## src/rtl/pc_next_unit.sv

```systemverilog
// MIPS fetch-stage PC register with prioritised next-PC selection.
// Redirects that arrive while fetch is stalled are held until release.
module pc_next_unit #(
    parameter int                ADDR_W       = 32,
    parameter int                INC          = 4,
    parameter logic [ADDR_W-1:0] RESET_VECTOR = 32'hBFC0_0000,
    parameter logic [ADDR_W-1:0] EXC_VECTOR   = 32'h8000_0180,
    parameter int                ALIGN_BITS   = 2
) (
    input  logic              clk,
    input  logic              rst_n,
    input  logic              stall,
    input  logic              exc,
    input  logic              jr,
    input  logic [ADDR_W-1:0] jr_dst,
    input  logic              jump,
    input  logic [ADDR_W-1:0] jump_dst,
    input  logic              branch,
    input  logic [ADDR_W-1:0] branch_dst,
    output logic [ADDR_W-1:0] pc,
    output logic [ADDR_W-1:0] pc_seq,
    output logic              redirect_taken,
    output logic              pend_valid,
    output logic              addr_err
);

    localparam logic [ADDR_W-1:0] INC_W = ADDR_W'(INC);
    // All-zero mask when ALIGN_BITS is 0, which disables the check.
    localparam logic [ADDR_W-1:0] ALIGN_MASK = ~({ADDR_W{1'b1}} << ALIGN_BITS);

    logic [ADDR_W-1:0] pc_q, pc_d;
    logic [ADDR_W-1:0] pend_addr_q, pend_addr_d;
    logic              pend_exc_q, pend_exc_d;
    logic              pend_valid_q, pend_valid_d;
    logic              redir_taken_q, redir_taken_d;
    logic              addr_err_q, addr_err_d;

    logic              redir;
    logic [ADDR_W-1:0] tgt;

    assign pc_seq = pc_q + INC_W;
    assign redir  = exc | jr | jump | branch;

    always_comb begin
        if (exc)         tgt = EXC_VECTOR;
        else if (jr)     tgt = jr_dst;
        else if (jump)   tgt = jump_dst;
        else             tgt = branch_dst;
    end

    always_comb begin
        pc_d          = pc_q;
        pend_addr_d   = pend_addr_q;
        pend_exc_d    = pend_exc_q;
        pend_valid_d  = pend_valid_q;
        redir_taken_d = 1'b0;
        addr_err_d    = 1'b0;
        if (stall) begin
            // A held exception may only be replaced by another exception.
            if (redir && (!pend_valid_q || !pend_exc_q || exc)) begin
                pend_addr_d  = tgt;
                pend_exc_d   = exc;
                pend_valid_d = 1'b1;
            end
        end else begin
            pend_valid_d = 1'b0;
            pend_exc_d   = 1'b0;
            if (pend_valid_q && pend_exc_q) begin
                pc_d          = pend_addr_q;
                redir_taken_d = 1'b1;
                addr_err_d    = |(pend_addr_q & ALIGN_MASK);
            end else if (redir) begin
                pc_d          = tgt;
                redir_taken_d = 1'b1;
                addr_err_d    = |(tgt & ALIGN_MASK);
            end else if (pend_valid_q) begin
                pc_d          = pend_addr_q;
                redir_taken_d = 1'b1;
                addr_err_d    = |(pend_addr_q & ALIGN_MASK);
            end else begin
                pc_d = pc_seq;
            end
        end
    end

    always_ff @(posedge clk or negedge rst_n) begin
        if (!rst_n) begin
            pc_q          <= RESET_VECTOR;
            pend_addr_q   <= '0;
            pend_exc_q    <= 1'b0;
            pend_valid_q  <= 1'b0;
            redir_taken_q <= 1'b0;
            addr_err_q    <= 1'b0;
        end else begin
            pc_q          <= pc_d;
            pend_addr_q   <= pend_addr_d;
            pend_exc_q    <= pend_exc_d;
            pend_valid_q  <= pend_valid_d;
            redir_taken_q <= redir_taken_d;
            addr_err_q    <= addr_err_d;
        end
    end

    assign pc             = pc_q;
    assign redirect_taken = redir_taken_q;
    assign pend_valid     = pend_valid_q;
    assign addr_err       = addr_err_q;

endmodule

```

## config.mk

```make
export PLATFORM = sky130hd
export DESIGN_NAME = pc_next_unit
export DESIGN_NICKNAME = d
export VERILOG_FILES = /design/src/rtl/pc_next_unit.sv
export SDC_FILE = /design/constraint.sdc
export NUM_CORES = 1
export LEC_CHECK = 0
export CAP_MARGIN = 30
export CORE_ASPECT_RATIO = 0.8
export CORE_MARGIN = 3
export CORE_UTILIZATION = 49
export DETAILED_ROUTE_END_ITERATION = 6
export PLACE_DENSITY_LB_ADDON = 0.15
export SLEW_MARGIN = 10
export SYNTH_ARGS = -nofsm -noshare
export SYNTH_HDL_FRONTEND = slang
export SYNTH_SLANG_ARGS = --single-unit
```

## constraint.sdc

```tcl
create_clock -name clk -period 5 [get_ports clk]
set_input_delay 1 -clock clk [delete_from_list [all_inputs] [get_ports clk]]
set_output_delay 1 -clock clk [all_outputs]
set_load 0.01 [all_outputs]
```

==> impl_results.md <==
- Post-CTS Setup Inserts: 0
- Drt total wl: 15570 µm
- Synth Flop Type: dfrtp_1
- Commonest non-fill, non-tap cell in the layout: clkdlybuf4s50_1
- Sw power: roughly 0.58 mW
- Synthesized Nets: between 600 and 700
- Sequential area share after synthesis: 0.3613
- CTS Buf Count: 9
- Cell Pwr Density: 295.4 nW/µm²
- Max IR drop VDD: 0.2048 mV
- CP Class: flop to output pin
- Die width: approximately 120 µm
- Top Ports: between 150 and 200
- Worst-path clk slew: 0.06 ns
- CP Capture Type: output pin
- Met3 wire length: 1536 µm
- Total negative slack: 0 ns
- HPWL after DPL: 11420 µm
- Final nets: roughly 760
- Iteration-0 DRC Markers: 570
- Synth warn: 0
- Final Core Density: 0.7345
- Max Cap Viol: 0
- H-tree levels: 3
- Crit share post-route: 0.7517
- Async set or reset register ratio after synthesis: 1.000
- Netlist Area Pre-Place: 4741 µm²
- Overflow after GRT: 0
- GRT Total Usage: 0.2850
- Worst slew margin: 0.3576
- Multi-input gate area: around 2800 µm²
- Routability cong.: slightly above 0.9
- Die area: between 10000 and 15000 µm²
- ANT nets after route: 0
- Die Ht: 93.98 µm
- Max incr delay on CP: about 0.55 ns
- Status: complete, no violations
- Synth Register Bits: just under 70
- CTS tree: built
- Detailed-route via count: between 4k and 5k
- Worst-Skew Late Latency: ~0.33 ns
- WP buf/inv: 1
- Initial Util: 0.5136
- Most frequent cells in the layout: 166 x clkdlybuf4s50_1, 59 x dfrtp_1, 52 x nand2_1, 35 x mux2_2, 30 x a21oi_1
- Wire length per cell: 19.96 µm
- Endpoints failing setup: 0
- DRT met1 WL: 6701 µm
- P&R area growth vs syn: 43.02%
- Initial antenna violation count: 0
- Cell Chain, Critical Path: ha_1 > nand2_1 > nor2_1 > and4_1 > xnor2_1 > clkdlybuf4s50_1
- LEAKAGE: between 2 and 3 nW
- Max-slew violations: 0
- Worst-path fanout max: 7
- Clk sinks: a little under 70
- Global-route wire length before repair: between 20000 and 25000 µm
- Largest net degree at the start of global routing: 55
- Yosys cell types: 63
- DRC: 0
- Hold Fails Final Rpt: 0
- Switching portion of total power: 0.2899
- # hold bufs at CTS: 0
- Min cycle time layout: 3.759 ns
- Core box area: slightly above 9000 µm²
- Gate Count Post-Synth: about 500
- Skew final: between 0.007 and 0.008 ns
- Post-synth EDFFs: 0
- Crit path launch type: flop
- Least-Margin Pin Slew: between 0.9 and 1 ns
- Site Rows: 31
- Flop2flop setup slack: ~2.6 ns
- Vias in the first global route: 4586
- Fmax achieved: roughly 0.27 GHz
- Critical Path Slowest Stage Cell: clkdlybuf4s50_1
- Mean post-synth cell area: 9.241 µm²
- Clock power share: 0.374
- Storage cell area: about 1700 µm²
- Metal2 WL: around 7000 µm
- FILL cells: around 670
- Top Metal Used: met4
- DR vias/cell: around 6.3
- Sequential share of power: 0.355
- Unrepaired setup endpoints after global routing: false
- Internal power: 1.422 mW
- CTS-repair resized insts: 0
- Crit-path leading delay family: simple AND/OR/NAND/NOR gates
- CTS root buffer: clkbuf_16
- Hold Path Class: flop to flop
- WP data arrival: approximately 2.8 ns
- Clock Path Buffers: 2
- CP Data Required Time: 4.00 ns
- Combinational Power Share: 0.271
- Fraction of layout cells with a size suffix above 1: 0.1293
- Port-buffer cells: ~170
- # diodes: 0
- Drt pass-1 iters: 6
cell families after synthesis:
group                      after synthesis  share of synthesized area
and+or+nand+nor                        155                     0.1758
DFF                                     68                     0.3613
AOI/OAI and AO/OA                      148                     0.2164
buffers and inverters                   50                    0.04962
muxes                                   64                     0.1444
xor gates and xnor gates                27                    0.04988
adders and majority gates                1                   0.002639
flip-flops by register name (all words and copies together) (netlist names):
name and cells:
pc 32, pend_addr_q 32, addr_err 1, pend_exc_q 1, pend_valid 1, redirect_taken 1
per-stage QoR:
stage	cell area (µm²)	power [mW]	hold WS (ns)	worst slack (ns)	instances
floorplan	4741	0.9574	0.4413	2.213	513
global placement	6420	1.237	0.4534	1.575	763
detailed placement	6431	1.255	0.4682	1.456	764
CTS	6780	1.997	0.4820	1.293	780
global route	6780	2.074	0.5192	1.077	780
finish	6780	2.003	0.4871	1.241	780
area by class of cell:
type / instances / share of cell area
repair buffers: 178 / 0.2578
multi-input cells: 395 / 0.4124
well taps: 115 / 0.02122
inverters: 8 / 0.004429
clock buffers: 9 / 0.03322
clock inverters: 7 / 0.01827
flip-flops and latches: 68 / 0.2526
metal layers:
layer	global-route usage	up-vias
met1	0.4125	2327
met2	0.4382	311
met3	0.05023	30
li1	-	2214
met4	0.08019	0
met5	0	-
synth_stat cells (4+ instances only):
| cell | count | area (µm²) |
|---|---|---|
| dfrtp_1 | 59 | 1476 |
| nand2_1 | 52 | 195.2 |
| mux2_2 | 35 | 394.1 |
| a21oi_1 | 30 | 150.1 |
| mux2i_1 | 29 | 290.3 |
| o21ai_0 | 28 | 140.1 |
| nor2_1 | 25 | 93.84 |
| xnor2_1 | 20 | 175.2 |
| a211oi_1 | 17 | 127.6 |
| buf_2 | 16 | 80.08 |
| clkbuf_1 | 16 | 60.06 |
| nor2b_1 | 15 | 93.84 |
| a31oi_1 | 13 | 81.33 |
| nand3_1 | 12 | 60.06 |
| nand4_1 | 10 | 62.56 |
| a221o_1 | 9 | 90.09 |
| dfstp_2 | 9 | 236.5 |
| a221oi_1 | 8 | 70.07 |
| nor3_1 | 8 | 40.04 |
| buf_4 | 7 | 52.55 |
| inv_1 | 7 | 26.28 |
| xor2_1 | 7 | 61.31 |
| and4_1 | 6 | 52.55 |
| a22oi_1 | 4 | 30.03 |
| and3_1 | 4 | 25.02 |
worst register-to-register path, cell delays in order (launching register included):
cell and delay, ns:
dfrtp_1 0.75, inv_2 0.29, nand2_1 0.72, o221ai_1 0.33, a21oi_1 0.23
final timing paths:
kind	start	end	cells past startpoint
max	pc[2]$_DFFE_PN0N_	pc_seq[22]	6
min	pend_addr_q[8]$_DFFE_PN0P_	pend_addr_q[8]$_DFFE_PN0P_	2
max reg2reg	pend_valid$_DFFE_PN0P_	pc[5]$_DFFE_PN0N_	4
min reg2reg	pend_addr_q[8]$_DFFE_PN0P_	pend_addr_q[8]$_DFFE_PN0P_	2
max in group asynchronous	rst_n	pc[27]$_DFFE_PN1N_	2
min in group asynchronous	rst_n	pc[30]$_DFFE_PN0N_	1
power by group through the flow:
| stage | combinational, mW | clock (mW) | sequential (mW) |
|---|---|---|---|
| 6_report | 0.543 | 0.749 | 0.712 |
| 5_1_grt | 0.582 | 0.771 | 0.721 |
| 4_1_cts | 0.542 | 0.747 | 0.708 |
| 3_5_place_dp | 0.538 | 0 | 0.717 |
| 3_3_place_gp | 0.526 | 0 | 0.711 |
| 2_1_floorplan | 0.253 | 0 | 0.705 |
(Power assumes the default switching activity.)
